File: src/rtl/serial_pkg.sv
// Shared definitions for the serial link: the piso_serializer transmitter and the shift_register receiver.
package serial_pkg;

   localparam logic S_IDLE  = 1'b0;
   localparam logic S_SHIFT = 1'b1;

   localparam int SER_WIDTH = 4;

   typedef enum logic {
      IDLE  = S_IDLE,
      SHIFT = S_SHIFT
   } ser_state_e;

endpackage

File: src/rtl/piso_serializer.sv
// Parallel-in, serial-out transmitter. It accepts a word through a valid/ready handshake and
// emits one bit per unpaused cycle, with a shift_out strobe for the receiver.
//
//   state | meaning
//   IDLE  | waiting for load_valid; load_ready high
//   SHIFT | frame in progress; one bit per cycle unless paused
module piso_serializer
   import serial_pkg::*;
#(
   parameter int WIDTH     = SER_WIDTH,
   parameter bit LSB_FIRST = 1'b0
) (
   input  logic             clk,
   input  logic             reset,
   input  logic             load_valid,
   output logic             load_ready,
   input  logic [WIDTH-1:0] data_in,
   input  logic             pause,
   output logic             dout,
   output logic             shift_out,
   output logic             busy,
   output logic             done
);

   localparam int CW = (WIDTH > 1) ? $clog2(WIDTH) : 1;
   localparam logic [CW-1:0] LAST = CW'(WIDTH - 1);

   ser_state_e       state_d, state_q;
   logic [WIDTH-1:0] shreg_d, shreg_q;
   logic [CW-1:0]    count_d, count_q;
   logic             dout_d, dout_q;
   logic             shift_out_d, shift_out_q;
   logic             done_d, done_q;

   assign load_ready = (state_q == IDLE) && reset;
   assign busy       = (state_q == SHIFT);

   always_comb begin
      state_d     = state_q;
      shreg_d     = shreg_q;
      count_d     = count_q;
      dout_d      = dout_q;
      shift_out_d = 1'b0;
      done_d      = 1'b0;
      case (state_q)
         IDLE: begin
            if (load_valid && load_ready) begin
               shreg_d = data_in;
               count_d = '0;
               state_d = SHIFT;
            end
         end
         SHIFT: begin
            if (!pause) begin
               dout_d      = LSB_FIRST ? shreg_q[0] : shreg_q[WIDTH-1];
               shreg_d     = LSB_FIRST ? (shreg_q >> 1) : (shreg_q << 1);
               shift_out_d = 1'b1;
               // Last bit clears the counter rather than incrementing, so it never passes WIDTH-1.
               if (count_q == LAST) begin
                  done_d  = 1'b1;
                  count_d = '0;
                  state_d = IDLE;
               end else begin
                  count_d = count_q + CW'(1);
               end
            end
         end
         default: state_d = IDLE;
      endcase
   end

   always_ff @(posedge clk) begin
      if (!reset) begin
         state_q     <= IDLE;
         shreg_q     <= '0;
         count_q     <= '0;
         dout_q      <= 1'b0;
         shift_out_q <= 1'b0;
         done_q      <= 1'b0;
      end else begin
         state_q     <= state_d;
         shreg_q     <= shreg_d;
         count_q     <= count_d;
         dout_q      <= dout_d;
         shift_out_q <= shift_out_d;
         done_q      <= done_d;
      end
   end

   assign dout      = dout_q;
   assign shift_out = shift_out_q;
   assign done      = done_q;

endmodule

File: config.mk
export PLATFORM = sky130hd
export DESIGN_NAME = piso_serializer
export DESIGN_NICKNAME = d
export VERILOG_FILES = /design/src/rtl/serial_pkg.sv /design/src/rtl/piso_serializer.sv
export SDC_FILE = /design/constraint.sdc
export NUM_CORES = 1
export LEC_CHECK = 0
export BUFFER_PORTS_ARGS = -buffer_cell sky130_fd_sc_hd__clkbuf_2
export CAP_MARGIN = 20
export CORE_AREA = 2 2 39 41
export DETAILED_ROUTE_END_ITERATION = 16
export DIE_AREA = 0 0 41 43
export PLACE_DENSITY_LB_ADDON = 0.12
export SYNTH_ARGS = -nofsm -noshare
export SYNTH_HDL_FRONTEND = slang
export SYNTH_SLANG_ARGS = --single-unit
File: constraint.sdc
create_clock -name clk -period 2.65 [get_ports clk]
set_input_delay 0.3975 -clock clk [delete_from_list [all_inputs] [get_ports clk]]
set_output_delay 0.3975 -clock clk [all_outputs]
set_load 0.01 [all_outputs]
* Word-level counts from Yosys, hierarchy flattened *
Cells that the tools add are included.

cells by class
  equality and inequality tests = 3
  reductions and logical operators = 6
  bitwise gates (word level) = 3
  $add $sub $neg = 1
  muxes and demuxes = 13

operators with widths
  kind                                                              number
  4-bit two-way mux                                                 2
  4-bit one-hot mux with 2 select lines                             1
  2-bit two-way mux                                                 3
  2-bit AND reduction                                               3
  1-bit two-way mux                                                 5
  2-bit one-hot mux with 2 select lines                             1
  1-bit NOT                                                         3
  3-bit OR reduction                                                1
  2-bit by 1-bit adder with 2-bit output (second input constant)    1
  2-bit == test (second input constant)                             1
  1-bit logical AND                                                 2
  2-bit by 1-bit != test with 1-bit output (second input constant)  1
  2-bit != test (second input constant)                             1
  1-bit one-hot mux with 2 select lines                             1

storage, ports and cells
  bits of input ports = 8
  register bits after elaboration = 10
  logic and storage cells = 32

* Logic depth before layout (Yosys ltp) *
  depth in word-level cells = 5
  depth in mapped cells = 4
  gate-level depth less buffers = 4

* Worst setup path after synthesis *
No wires, ideal clock.

  path kind = flip-flop to output port
  start point = register state_q, in the netlist busy
  end point = output load_ready
  path slack = 1.526 ns
  buffers on the path = 1
  required time = 2.253 ns
  arrival = 0.726 ns
  stages on the path, launching flop included = 3
  path through = dfxtp_1 -> buf_6 -> and2b_1

on the way
  word-level cells in the longest chain between the ends = 2

ends and longest elaborated chain
  item                    line                   text
  start, declared         piso_serializer.sv:28  ser_state_e state_d, state_q;
  start signal, assigned  piso_serializer.sv:81  state_q <= state_d;
  1-bit NOT               n/a
  1-bit logical AND       piso_serializer.sv:35  assign load_ready = (state_q == IDLE) && reset;
  end, declared           piso_serializer.sv:16  output logic load_ready,

Every way passes these cells.

* Final worst setup path *
Ends and elaborated chain as after synthesis.

==> qor.txt <==
CTS HTree Levels: 1
critical path arrival: 1170 ps
Worst-Margin Slew: 399.4 ps
Cell Area, Synth: 449.2 µm²
Filler cells: 144
ant diodes: 0
Post-synth EDFFs: 0
DIE WIDTH: 41 µm
Total GRT Usage: 11.39%
clk_lat worst skew: 260 ps
CTS tree: built
sw power: 74.03 µW
top cells by area, synth: dfxtp_1 45%, mux2i_1 6.7%, o211a_1 6.7%
final hold viol count: 0
Std-Cell Rows: 14
Worst-path clk slew: 70 ps
post-synth cell types: 21
CTS max path bufs: 2
die area: 1763 µm²
Final Cycle Share: 59.20%
Area Overhead vs Synth: 19.22%
status: finished clean
Synth area leader: dfxtp_1
Top-Level Pins: 13
clock power share: 32.9%
routability cong.: 0.7656
HP Class: primary input to flop
number of hold buffers added after CTS: 0
Post-synth ARST share: 0%
Syn Inst Count: 44
Seq pwr share: 54.1%
multi-input logic area: 232.7 µm²
RSZ-0062 raised after global routing: no
CP top delay family: flip-flops
via count: 347
antenna violation net count after detailed routing: 0
# setup viols final: 0
IO Port Bufs: 12
Crit-path slowest cell: dfxtp_1
Post-Syn Nets: 53
ys flop type: dfxtp_1
Worst Skew: 9.988 ps
Levels on crit path: 2
Net Sw Frac: 24.19%
first-pass GRT wire length: 1.317 mm
drt drc: 0
worst vdd ir: 0.2613 mV
cts repair resizes: 0
Worst Path Required: 2250 ps
register area: 200.2 µm²
Final Max Tran Viols: 0
Worst Setup End Kind: output port
Lkg Pwr: 0.2625 nW
die span in y: 43 µm
P per Cell Area: 571.6 nW/µm²
CTS Buf Count: 3
layout cells sized above 1: 31.58%
Critical Setup Path Class: flop to output port
Inst Count DP: 70
share of the synthesized area in the top cell type: 44.57%
Hold Path Stages: 3
CP Cell Sequence: and2b_1 -> clkbuf_2
drt via density: 4.753
minimum clock period: 1569 ps
synth warn: 0
combinational share of power: 12.9%
largest net degree at the start of global routing: 12
startpoint types: flop
1st-pass router iterations: 2
fin nets: 68
DRT Wirelength: 830 µm
max_slew headroom: 73.33%
setup_tns: 0 ps
clk root buf: clkbuf_4
Overflow after GRT: 0
Core ar.: 1384 µm²
DRT iter0 DRCs: 2
# Post-CTS Setup Buffers: 0
worst stage delay on the critical path: 560 ps
Num Clock Sinks: 10
fin cells: 73
vias in the first global route: 303
count of max-cap constraint violations: 0
flop and latch count out of synthesis: 10
Internal: 232.1 µW
Initial Util: 32.46%
mean area per synthesized cell: 10.21 µm²
worst reg-to-reg path cell count: 3
buffers and inverters on the worst path: 1
fmax: 0.6374 GHz
worst-path fanout max: 11
routed len/inst: 11.37 µm
post-synthesis sequential area ratio: 44.57%
initial antenna violation count: 0
-- metrics by stage --
| stage | hold WS, ps | instance area [µm²] | util, % | setup slack (ps) | total power [mW] |
|---|---|---|---|---|---|
| 6_report | 381.5 | 535.5 | 38.70 | 1081 | 0.3061 |
| 5_1_grt | 384.7 | 535.5 | 38.70 | 1018 | 0.3252 |
| 4_1_cts | 376.0 | 535.5 | 38.70 | 1073 | 0.3125 |
| 3_5_place_dp | 452.8 | 513.0 | 37.07 | 1367 | 0.2092 |
| 3_3_place_gp | 448.5 | 513.0 | 37.07 | 1377 | 0.2095 |
| 2_1_floorplan | 430.9 | 449.2 | - | 1526 | 0.1969 |
-- placed cells by master (no fill, tap or decap), types with 2 or more instances in the layout --
| cell type | synthesis | routed |
|---|---|---|
| o21ai_0 | 4 | 4 |
| nand3_1 | 2 | 2 |
| mux2i_1 | 3 | 3 |
| clkbuf_4 | 0 | 3 |
| dfxtp_1 | 10 | 10 |
| clkbuf_2 | 0 | 12 |
| a21boi_1 | 2 | 2 |
| nor2b_1 | 2 | 2 |
| nand2_1 | 5 | 5 |
| o211a_1 | 3 | 3 |
-- Yosys cell counts (2+ instances only) --
library cell / count
mux2i_1: 3
nand3_1: 2
nand2_1: 5
o211a_1: 3
nor2b_1: 2
a21boi_1: 2
o21ai_0: 4
dfxtp_1: 10
-- sequential cells by signal, indices dropped and copies added (netlist names) --
| name | flops |
|---|---|
| busy | 1 |
| count_q | 2 |
| shift_out | 1 |
| shreg_q | 4 |
| dout | 1 |
| done | 1 |
-- power groups by stage --
| stage | logic, mW | clock network (mW) | registers [mW] |
|---|---|---|---|
| after floorplan | 0.0303 | 0 | 0.167 |
| after global placement | 0.0404 | 0 | 0.169 |
| after detailed placement | 0.0401 | 0 | 0.169 |
| after CTS | 0.0403 | 0.106 | 0.166 |
| after global routing | 0.0445 | 0.114 | 0.167 |
| final | 0.0396 | 0.101 | 0.166 |
-- final cells by class --
type	count	area share, %
Clock buffer	3	4.206
Multi-Input combinational cell	32	43.46
Sequential cell	10	37.38
Tap cell	16	3.738
Timing Repair Buffer	12	11.21
-- cell families (layout without fill, tap and decap cells) --
| logic type | after synthesis | after routing | share of synthesized area, % |
|---|---|---|---|
| adders and majority gates | 1 | 1 | 2.785 |
| muxes | 3 | 3 | 6.686 |
| DFF | 10 | 10 | 44.57 |
| buffers and inverters | 2 | 15 | 3.620 |
| AOI/OAI and AO/OA | 12 | 12 | 18.66 |
| and+or+nand+nor | 16 | 16 | 23.68 |
-- layer usage --
| layer | track usage (%) | part of all wire, % | vias up |
|---|---|---|---|
| li1 | - | - | 184 |
| met2 | 15.00 | 44 | 10 |
| met5 | 0 | 0 | - |
| met1 | 14.33 | 48 | 151 |
| met3 | 7.853 | 6.7 | 2 |
| met4 | 4.000 | 0.96 | 0 |
-- worst min-delay path: cells and delay by family --
| family | cells | cell delay (ps) |
|---|---|---|
| AOI/OAI and AO/OA | 1 | 70 |
| and+or+nand+nor | 1 | 40 |
| buffers and inverters | 1 | 80 |
-- final timing paths --
check	slack, ps	from	to
max	1080	busy	load_ready
min	380	data_in[0]	shreg_q[0]
max reg2reg	1420	busy	shreg_q[1]
min reg2reg	440	shreg_q[3]	dout
Note: power is estimated with default switching activity, not from simulation.
